`src/rtl/fetch_unit.sv`:
```
// rtl/fetch_unit.sv - RV32I instruction fetch stage: PC, imem req/ack handshake, hold-until-retire
// Optional macro FETCH_MISALIGN_CHK_EN: trap on misaligned next-PC instead of forcing alignment.
module fetch_unit #(
  parameter int                ADDR_W   = 32,
  parameter logic [ADDR_W-1:0] RESET_PC = '0
) (
  input  logic              clk,
  input  logic              rst_n,
  output logic              imem_req,
  output logic [ADDR_W-1:0] imem_addr,
  input  logic              imem_ack,
  input  logic [31:0]       imem_rdata,
  input  logic              stall,
  input  logic              branch_taken,
  input  logic [31:0]       branch_offset,
  output logic [31:0]       instr,
  output logic [10:0]       ctrl_bits,
  output logic [ADDR_W-1:0] pc,
  output logic              instr_valid,
  output logic              misaligned
);

`ifdef FETCH_MISALIGN_CHK_EN
  typedef enum logic [1:0] {IDLE, FETCH, HOLD, TRAP} state_t;
`else
  typedef enum logic [1:0] {IDLE, FETCH, HOLD} state_t;
`endif

  state_t            state, state_nxt;
  logic [ADDR_W-1:0] target_raw;
  logic [ADDR_W-1:0] target;

  // Offset is sign-extended to the PC width; sums wrap modulo 2^ADDR_W.
  assign target_raw = pc + (branch_taken ? ADDR_W'($signed(branch_offset)) : ADDR_W'(4));

`ifdef FETCH_MISALIGN_CHK_EN
  assign target     = target_raw;
  assign misaligned = (state == TRAP);
`else
  assign target     = target_raw & ~ADDR_W'(3);
  assign misaligned = 1'b0;
`endif

  always_ff @(posedge clk or negedge rst_n) begin
    if (!rst_n) state <= IDLE;
    else        state <= state_nxt;
  end

  always_comb begin
    state_nxt = state;
    case (state)
      IDLE:  state_nxt = FETCH;
      FETCH: if (imem_ack) state_nxt = HOLD;
      HOLD: begin
        if (!stall) begin
`ifdef FETCH_MISALIGN_CHK_EN
          state_nxt = (target[1:0] != 2'b00) ? TRAP : FETCH;
`else
          state_nxt = FETCH;
`endif
        end
      end
`ifdef FETCH_MISALIGN_CHK_EN
      TRAP:  state_nxt = TRAP;
`endif
      default: state_nxt = IDLE;
    endcase
  end

  always_ff @(posedge clk or negedge rst_n) begin
    if (!rst_n) begin
      pc    <= RESET_PC;
      instr <= 32'h0000_0013;
    end else if (state == FETCH && imem_ack) begin
      instr <= imem_rdata;
    end else if (state == HOLD && !stall) begin
      pc <= target;
    end
  end

  // Outputs decode directly from the state register so reset drops imem_req immediately.
  assign imem_req    = (state == FETCH);
  assign imem_addr   = pc;
  assign instr_valid = (state == HOLD);
  assign ctrl_bits   = {instr[30], instr[14:12], instr[6:0]};

endmodule

```
`config.mk`:
```
export PLATFORM = sky130hd
export DESIGN_NAME = fetch_unit
export DESIGN_NICKNAME = d
export VERILOG_FILES = /design/src/rtl/fetch_unit.sv
export SDC_FILE = /design/constraint.sdc
export NUM_CORES = 1
export LEC_CHECK = 0
export CAP_MARGIN = 10
export CORE_ASPECT_RATIO = 1.1
export CORE_MARGIN = 1.5
export CORE_UTILIZATION = 28
export CTS_BUF_LIST = sky130_fd_sc_hd__clkbuf_8
export DETAILED_ROUTE_END_ITERATION = 12
export GPL_TIMING_DRIVEN = 0
export HOLD_SLACK_MARGIN = 0.1
export PLACE_DENSITY = 0.62
export RECOVER_POWER = 25
export SLEW_MARGIN = 0
export SYNTH_ARGS = -nofsm -noshare
export SYNTH_HDL_FRONTEND = slang
export SYNTH_SLANG_ARGS = --single-unit
```
`constraint.sdc`:
```
create_clock -name clk -period 6.4 [get_ports clk]
set_clock_uncertainty 0.1 [all_clocks]
set_input_delay 0.64 -clock clk [delete_from_list [all_inputs] [get_ports clk]]
set_output_delay 0.64 -clock clk [all_outputs]
set_load 0.03 [all_outputs]
```
Word level (Yosys, flattened, before mapping)
Cells that the tools add are included.
{ "totals": {"regBits": 64, "output_inout_bits": 110} }
{ "op_classes": {"addsub": 1, "eq_ne": 4, "muxes": 4, "bitwise_logic": 1, "reduce_logical": 6} }
{ "ops": {"columns": ["op", "count"], "rows": [
  ["$add A32 B32 Y32", 1],
  ["$mux W32", 1],
  ["$pmux W2 S3", 1],
  ["$mux W2", 2],
  ["$reduce_and A2 Y1", 2],
  ["$eq A2 B1 Y1 const B", 1],
  ["$eq A2 B2 Y1 const B", 1],
  ["$logic_and A1 B1 Y1", 2],
  ["$logic_not A2 Y1", 1],
  ["$ne A2 B1 Y1 const B", 1],
  ["$ne A2 B2 Y1 const B", 1],
  ["$logic_not A1 Y1", 1],
  ["$not A1 Y1", 1]
]} }

Depth between registers and ports, before layout
Gate-level depths: netlist (run 1).
{ "logic_depth": {"word_depth": 4, "mapped_depth": 13} }

Least setup slack after synthesis (run 1)
OpenSTA, ideal clock, no wires.
{ "synth_path": {"kind": "input-to-reg", "from": "input branch_taken", "to": "register pc[28], in the netlist imem_addr[28]", "setup_time_ns": 0.069, "t_arrival_ns": 3.020, "slack_ns": 3.211, "stages": 13, "n_path_buf": 1, "path_cell_list": "clkbuf_1 -> nand2b_1 -> ha_1 -> inv_1 -> fa_1 -> nor2b_1 -> o31ai_2 -> a21oi_1 -> a21oi_1 -> o31ai_2 -> a311oi_1 -> or4_1 -> nand3_1"} }
{ "synth_between": {"elab_chain_cells": 2} }
{ "synth_rtl": {"columns": ["element", "line_no", "text"], "rows": [
  ["start, declared", "14", "input logic branch_taken,"],
  ["$mux W32", "34", "assign target_raw = pc + (branch_taken ? ADDR_W'($signed(branch_offset)) : ADDR_W'(4));"],
  ["$add A32 B32 Y32", "34", null],
  ["end signal, assigned", "77", "pc <= target;"],
  ["end, declared", "18", "output logic [ADDR_W-1:0] pc,"]
]} }
No other way between the ends.
A chain may end at the register's enable or synchronous reset.

Final worst setup path (run 1)
Ends and elaborated chain as after synthesis.

==> results of run 1 <==
==> worst max-delay path, cell delays in order <==
cell	delay [ns]
clkdlybuf4s50_1	0.51
clkbuf_1	0.41
nand2_1	0.18
fa_1	0.46
nor2b_1	0.20
o31ai_2	0.11
a21oi_1	0.27
a21oi_1	0.22
o31ai_2	0.42
a311oi_1	0.23
or4_1	0.43
nand3_1	0.08
==> worst min-delay path by stage <==
stage              start       endpoint  slack (ns)
6_report       instr[25]      instr[25]        0.41
3_3_place_gp   instr[26]      instr[26]        0.39
4_1_cts            rst_n  imem_addr[22]        0.33
3_5_place_dp   instr[25]      instr[25]        0.39
2_1_floorplan      rst_n  imem_addr[10]        0.24
5_1_grt        instr[21]      instr[21]        0.42
==> layout make-up <==
cell class / count / area, um^2
plain buffers: 65 / 417.9
clock buffers: 11 / 151.4
clock inverters: 5 / 80.08
fillers: 1525 / 8925
inverters: 7 / 26.28
multi-input cells: 336 / 2394
flip-flops and latches: 64 / 1605
well taps: 200 / 250.2
repair buffers: 171 / 1705
==> routing by layer <==
metal  global-route usage [%]  wire [um]
met4                    5.814        261
met2                    27.62       6141
met5                        0          0
met1                    18.10       5080
met3                    2.703        978
==> cells by family (layout without fill, tap and decap cells) <==
group	count (synthesis)	in the layout	share of synthesized area (%)
other cells	1	5	0.08469
mux	33	33	8.392
xor+xnor	19	19	3.758
simple gates	127	127	14.58
fa+ha+maj	30	30	8.647
buf+inv	72	259	10.03
compound gates	122	122	18.25
flops	64	64	36.25
==> registers in the layout (all words and copies together), names as in the netlist <==
name / flops
state: 2
instr: 32
imem_addr: 30
==> Yosys cell counts (2+ instances only) <==
| cell type | n |
|---|---|
| dfrtp_1 | 61 |
| nand2_1 | 49 |
| buf_4 | 46 |
| mux2_2 | 33 |
| and2_1 | 30 |
| ha_1 | 29 |
| o21ai_0 | 28 |
| a21o_1 | 19 |
| a21oi_1 | 19 |
| clkbuf_1 | 17 |
| nor2_1 | 12 |
| xor2_1 | 10 |
| o21ai_1 | 9 |
| xnor2_1 | 9 |
| a211oi_1 | 7 |
| inv_1 | 7 |
| nand3_1 | 7 |
| nand4_1 | 6 |
| nand2b_1 | 5 |
| nor2b_1 | 5 |
| o21a_1 | 5 |
| o31ai_1 | 5 |
| a31oi_1 | 4 |
| and3_1 | 4 |
| dfstp_2 | 3 |
| o211ai_1 | 3 |
| o41ai_1 | 3 |
| a211o_1 | 2 |
| a311oi_1 | 2 |
| nand3b_1 | 2 |
| o31ai_2 | 2 |
==> metrics by stage <==
step / utilization [%] / power, mW / hold WS [ns] / area [um^2] / cells
2_1_floorplan: - / 2.330 / 0.2444 / 4443 / 472
3_3_place_gp: 41.18 / 3.199 / 0.3862 / 6405 / 843
3_5_place_dp: 41.16 / 3.236 / 0.3928 / 6402 / 843
4_1_cts: 42.65 / 3.660 / 0.3321 / 6634 / 859
5_1_grt: 42.62 / 3.877 / 0.4243 / 6630 / 859
6_report: 42.62 / 3.615 / 0.4055 / 6630 / 859
==> power groups by stage <==
stage | logic [mW] | clock network, mW | registers (mW)
floorplan | 1.17 | 0 | 1.16
global placement | 2.40 | 0 | 0.801
detailed placement | 2.42 | 0 | 0.815
CTS | 2.43 | 0.421 | 0.808
global route | 2.60 | 0.438 | 0.835
finish | 2.41 | 0.404 | 0.800
==> impl_metrics.ini, run 1 <==
[run_status]
status = complete, but fails checks
violations = capacitance limit, slew limit

[pwr]
p_switching_mw = 1.655
sw_frac_of_total_pct = 45.79
max-vdd-ir-drop_v = 0.0002323
power_frac_comb_pct = 66.7
intPower_mw = 1.960
p_clk_share_pct = 11.2
power_frac_seq_pct = 22.1
leakage_nw = 2.948
p_per_area_mw_per_mm2 = 545.2

[clocking]
clk_latency_ns = 0.34
cts_tree = yes
cts_sinks = 64
cts_max_path_buffers = 2
cts_htree_levels = 3
clk_pin_slew_worst_paths_ns = 0.07
ctsHoldBuffers = 0
cts_resized = 0
cts_buffers = 9
postCtsSetupBuffers = 0
clock-root-buffer = clkbuf_8

[layout]
antenna_cells = 0
area_growth_pct = 49.73
layout_commonest_cell = clkdlybuf4s50_1
final_net_count = 753
drive_above_1_share_pct = 16.24
layout_common_cells = clkdlybuf4s50_1 (169), dfrtp_1 (61), nand2_1 (49)

[route]
dr_total_vias = 4073
wl_um = 12460
firstDrtPassIters = 4
avgViaCountPerCell = 4.742
first_iter_violations = 138
wl_per_cell_um = 14.51
route.detailed.drc = 0
ant_nets = 0

[timing]
timing.fmax_mhz = 250.7
maxSlewViolCount = 65
rsz0062_at_grt = no
setup_violations = 0
worstMarginPinSlew_ns = 3.502
fin_crit_sh_pct = 62.33
post-route-min-period_ns = 3.989
final.setup.tns_ns = 0
timing.final.ws_setup_ns = 2.411
hold_viol = 0
slew_headroom_pct = -133.5

[critical_path]
required_ns = 6.57
worst-endpoint-arrival_ns = 4.16
r2r_slack_ns = 3.15
r2r_start = imem_addr[2]
crit_fanout = 10
rr_endpoint = imem_addr[28]
crit_type = in -> reg
crit_path_end = imem_addr[28]
startpoint = branch_taken
cp-end-kind = flop
startpoint_type = input port
r2r_cells = 11

[floorplanning]
die_h_um = 134.9
die_x_um = 122.9
die_area_mm2 = 0.01658
core_mm2 = 0.01555
start_util_pct = 28.47
rows = 48
ioPinCount = 179

[global_routing]
grt_pass1_vias = 4151
grt_max_degree = 65
grt-ovfl-total = 0
track_usage_pct = 15.41
antenna_found_initial = 0
grt_pass1_wl_um = 20120

[logic_synthesis]
synth_area_per_cell_um2 = 9.462
synth_top_area_cell = dfrtp_1
synthCells = 468
ys_ff_latch = 64
netlist_area_mm2 = 0.004428
synth_top_flop_cell = dfrtp_1
synth_area_leaders = dfrtp_1 (34%), mux2_2 (8.4%), ha_1 (8.2%), buf_4 (7.8%), and2_1 (4.2%)
synthArstFlopShare_pct = 100.0
seq_area_frac_synth_pct = 36.25
ys_warn_count = 0
synth_top_area_share_pct = 34.47
synth_edf_count = 0
synth.distinct_cells = 56

[placed_design]
gp_congestion = 0.8726
hpwl_um = 9828
io_buffers = 171
place_ws_ns = 2.044

[worst_hold_path]
holdPathStages = 1
hold_path.class = reg -> reg

[job]
maxCapViolations = 1
No activity file was read; power rests on OpenSTA's default activity.
==> inputs of run 2 (changes only) <==
- clock period: 6.4 -> 3.8 ns (I/O delays scaled with it)
==> impl_metrics.ini, run 2 (synthesized netlist as in run 1, its figures left out) <==
[layout]
final_cells = 860
final_net_count = 754
seqCellArea_mm2 = 0.001605
layout_commonest_cell = clkdlybuf4s50_1
largest_register = instr
largest_reg_flops = 32
fill_cells = 1520
area_growth_pct = 50.16
antenna_cells = 0
multi_input_area_mm2 = 0.002397
drive_above_1_share_pct = 16.97
layout_common_cells = clkdlybuf4s50_1 (169), dfrtp_1 (61), nand2_1 (49)

[pwr]
p_switching_mw = 2.792
power_frac_comb_pct = 66.7
sw_frac_of_total_pct = 45.82
intPower_mw = 3.302
power_frac_seq_pct = 22.1
max-vdd-ir-drop_v = 0.0003910
leakage_nw = 2.965
p_total_mw = 6.095
p_per_area_mw_per_mm2 = 916.7
p_clk_share_pct = 11.2

[critical_path]
startpoint_type = input port
crit_fanout = 10
crit_type = in -> reg
required_ns = 3.97
critPathTopFamily = compound AO/OA/AOI/OAI gates
path_cells = clkdlybuf4s50_1 -> clkbuf_2 -> nand2b_1 -> ha_1 -> inv_1 -> fa_1 -> nor2b_1 -> o31ai_2 -> a21oi_1 -> a21oi_2 -> o31ai_2 -> a311oi_1 -> or4_1 -> nand3_1
cp-end-kind = flop
worst-endpoint-arrival_ns = 3.74
slowest_delay_ns = 0.45
cpMaxStageDelayCell = clkdlybuf4s50_1
path_common_cell = o31ai_2
critical_path_buf_inv_count = 3

[global_routing]
use_met3_pct = 2.703
grt.busiest_layer = met2
track_usage_pct = 15.41
grt-ovfl-total = 0
use_met2_pct = 27.62
grt_pass1_vias = 4151
grt_max_degree = 65
grt_pass1_wl_um = 20120
antenna_found_initial = 0
use_met1_pct = 18.10

[route]
route.detailed.drc = 0
firstDrtPassIters = 4
avgViaCountPerCell = 4.712
first_iter_violations = 141
wl_per_cell_um = 14.50
dr_total_vias = 4052
wl_um = 12470
ant_nets = 0

[floorplanning]
core_mm2 = 0.01555
die_area_mm2 = 0.01658
die_x_um = 122.9
die_h_um = 134.9
start_util_pct = 28.47
rows = 48
ioPinCount = 179

[clocking]
cts_buffers = 9
cts_sinks = 64
cts_htree_levels = 3
cts_tree = yes
clk_latency_ns = 0.34
clk_pin_slew_worst_paths_ns = 0.07
clock-root-buffer = clkbuf_8
cts_max_path_buffers = 2

[timing]
rsz0062_at_grt = no
fin_crit_sh_pct = 94.12
worstMarginPinSlew_ns = 1.620
maxSlewViolCount = 65
hold_ws_ns = 0.4055
post-route-min-period_ns = 3.577
timing.fmax_mhz = 279.6
hold_viol = 0
setup_violations = 0
slew_headroom_pct = -7.987

[worst_hold_path]
hold_path.class = reg -> reg

[placed_design]
dp.cells = 843
hpwl_um = 9828
gp_congestion = 0.8726
io_buffers = 171

[run_status]
status = complete, but fails checks
violations = capacitance limit, slew limit

[job]
maxCapViolations = 1
-- run 2: cell types whose count changed in the layout (fill, tap and decap cells not counted) --
| cell | previous run | this run |
|---|---|---|
| a21oi_1 | 19 | 18 |
| a21oi_2 | 1 | 2 |
| clkbuf_1 | 18 | 14 |
| clkbuf_2 | 0 | 4 |
| dlygate4sd3_1 | 1 | 2 |
-- run 2: metal layers --
| layer | up-vias | part of all wire [%] |
|---|---|---|
| met5 | - | 0 |
| met3 | 17 | 7.7 |
| met1 | 1892 | 41 |
| met2 | 160 | 49 |
| li1 | 1983 | - |
| met4 | 0 | 1.9 |
-- run 2: final timing paths --
kind / slack [ns] / endpoint / start / cells past startpoint
worst max-delay path: 0.22 / imem_addr[28] / branch_taken / 14
worst min-delay path: 0.41 / instr[25] / instr[25] / 1
worst max register to register: 0.58 / imem_addr[28] / imem_addr[2] / 11
worst min register to register: 0.41 / instr[25] / instr[25] / 1
max in group asynchronous: 1.75 / imem_addr[26] / rst_n / 2
min in group asynchronous: 0.90 / instr[29] / rst_n / 2
-- run 2: power groups by stage --
| stage | logic, mW | clock network, mW | registers, mW |
|---|---|---|---|
| final | 4.06 | 0.684 | 1.35 |
| after global routing | 4.39 | 0.737 | 1.41 |
| after CTS | 4.09 | 0.709 | 1.36 |
| after detailed placement | 4.08 | 0 | 1.37 |
| after global placement | 4.04 | 0 | 1.35 |
| after floorplan | 1.97 | 0 | 1.95 |
-- run 2: repair_timing --
item / CTS / global route
endpoints found under the hold margin: 61 / 0
buffers inserted: 0 / 0
hold buffers: 1 / 0
gates resized for setup: 0 / 7
setup endpoints to repair: 0 / 8
-- run 2: per-stage QoR --
stage,TNS [ns],util [%],instance area [um^2],setup slack [ns]
after detailed placement,-1.838,41.16,6402,-0.2959
after global routing,0,42.74,6649,0.04636
after CTS,0,42.71,6644,0.06696
after global placement,-2.798,41.18,6405,-0.3017
after floorplan,0,-,4443,0.8712
final,0,42.74,6649,0.2233
-- run 2: worst register-to-register path, stage by stage (launching register included) --
cell and delay (ns):
dfrtp_1 0.41, ha_1 0.23, inv_1 0.07, fa_1 0.40
nor2b_1 0.20, o31ai_2 0.11, a21oi_1 0.31, a21oi_2 0.16
o31ai_2 0.41, a311oi_1 0.23, or4_1 0.43, nand3_1 0.08
-- run 2: layout make-up --
class | count | share of cell area (%)
buffer | 65 | 6.342
clock buffer | 11 | 2.277
clock inverter | 5 | 1.204
inverter | 7 | 0.3952
multi-input combinational | 336 | 36.06
sequential | 64 | 24.14
tap | 200 | 3.764
timing repair buffer | 172 | 25.82
==> inputs of run 3 (changes only) <==
- MAX_ROUTING_LAYER: unset -> met4
- RECOVER_POWER: 25 -> unset
==> impl_metrics.ini, run 3 (synthesized netlist as in run 1, its figures left out) <==
[clocking]
cts_sinks = 64
clk_latency_ns = 0.34
clock-root-buffer = clkbuf_8
cts_tree = yes
cts_max_path_buffers = 2
cts_htree_levels = 3
postCtsSetupBuffers = 0
clk_pin_slew_worst_paths_ns = 0.08
cts_buffers = 9

[critical_path]
crit_path_end = imem_addr[30]
r2r_cells = 11
r2r_slack_ns = 0.70
worst-endpoint-arrival_ns = 3.68
rr_endpoint = imem_addr[28]
crit_fanout = 10
crit_type = in -> reg
startpoint = branch_taken
r2r_start = imem_addr[2]
startpoint_type = input port
cp-end-kind = flop
required_ns = 3.91

[global_routing]
antenna_found_initial = 0
track_usage_pct = 15.58
grt_pass1_wl_um = 19780
grt-ovfl-total = 0
grt_pass1_vias = 4080
grt_max_degree = 65

[route]
avgViaCountPerCell = 4.700
ant_nets = 0
firstDrtPassIters = 4
first_iter_violations = 137
route.detailed.drc = 0
wl_per_cell_um = 14.37
wl_um = 12360
dr_total_vias = 4042

[timing]
setup_violations = 0
slew_headroom_pct = 43.50
timing.fmax_mhz = 279.6
fin_crit_sh_pct = 94.11
maxSlewViolCount = 0
worstMarginPinSlew_ns = 0.8475
hold_viol = 0
post-route-min-period_ns = 3.576
rsz0062_at_grt = no

[floorplanning]
die_h_um = 134.9
rows = 48
start_util_pct = 28.47
die_area_mm2 = 0.01658
core_mm2 = 0.01555
die_x_um = 122.9
ioPinCount = 179

[layout]
area_growth_pct = 49.68
largest_reg_flops = 32
layout_common_cells = clkdlybuf4s50_1 (170), dfrtp_1 (61), nand2_1 (49)
drive_above_1_share_pct = 17.12
largest_register = instr
final_net_count = 754
antenna_cells = 0
utilization_pct = 42.61
layout_commonest_cell = clkdlybuf4s50_1

[pwr]
leakage_nw = 2.944
max-vdd-ir-drop_v = 0.0004458
p_per_area_mw_per_mm2 = 908.8
p_total_mw = 6.023

[placed_design]
hpwl_um = 9741
io_buffers = 171
gp_congestion = 0.8780

[run_status]
status = finished clean

[job]
maxCapViolations = 0

[worst_hold_path]
min_from = instr[24]
hold_path.class = reg -> reg
==> run 3: area by class of cell <==
type                    count  area (um^2)
clock inverters             6        67.56
multi-input cells         336         2401
flip-flops and latches     64         1605
inverters                   7        26.28
fillers                  1516         8927
well taps                 200        250.2
repair buffers            172         1719
plain buffers              65        420.4
clock buffers              10        137.6
==> run 3: how the worst min path moves through the flow <==
stage / slack (ns) / cells after the start / endpoint
detailed placement: 0.39 / 1 / instr[16]
finish: 0.41 / 1 / instr[24]
global route: 0.42 / 1 / instr[16]
floorplan: -0.02 / 0 / imem_addr[10]
CTS: 0.41 / 1 / instr[24]
global placement: 0.39 / 1 / instr[26]
==> run 3: power breakdown <==
group          internal (mW)  switching [mW]  total, mW  leakage (nW)
registers               1.03           0.310       1.34         0.775
clock network          0.323           0.288      0.611        0.0989
logic                   1.86            2.21       4.07          2.07
total                   3.22            2.80       6.02          2.94
==> run 3: repair_timing <==
item,4_1_cts,5_1_grt
endpoints found under the setup margin,0,8
hold buffers,1,0
gates resized for setup,0,6
hold endpoints to repair,61,0
==> run 3: stage by stage <==
stage | worst slack (ns) | setup TNS, ns | hold slack [ns] | instances | area (um^2)
2_1_floorplan | 0.8712 | 0 | -0.01559 | 472 | 4443
3_3_place_gp | -0.3082 | -3.417 | 0.3863 | 843 | 6405
3_5_place_dp | -0.2652 | -1.854 | 0.3917 | 843 | 6402
4_1_cts | 0.09417 | 0 | 0.4101 | 860 | 6618
5_1_grt | 0.007015 | 0 | 0.4203 | 860 | 6628
6_report | 0.2238 | 0 | 0.4051 | 860 | 6628
==> run 3: critical path, stage by stage <==
cell and delay (ns):
clkdlybuf4s50_1 0.50, clkbuf_1 0.33, clkbuf_2 0.28, and2_1 0.15, ha_1 0.29, a21o_1 0.23, a22o_1 0.26, a211o_1 0.26
o21ai_1 0.15, nand3b_1 0.16, a221oi_1 0.41, xor2_1 0.19, o21ai_1 0.07
==> run 3: per-layer routing <==
metal	routed length, um	track usage [%]	part of all wire, %
met1	5271	18.26	43
met2	6123	27.22	50
met3	883	2.449	7.1
met4	78	4.716	0.63
met5	0	-	0
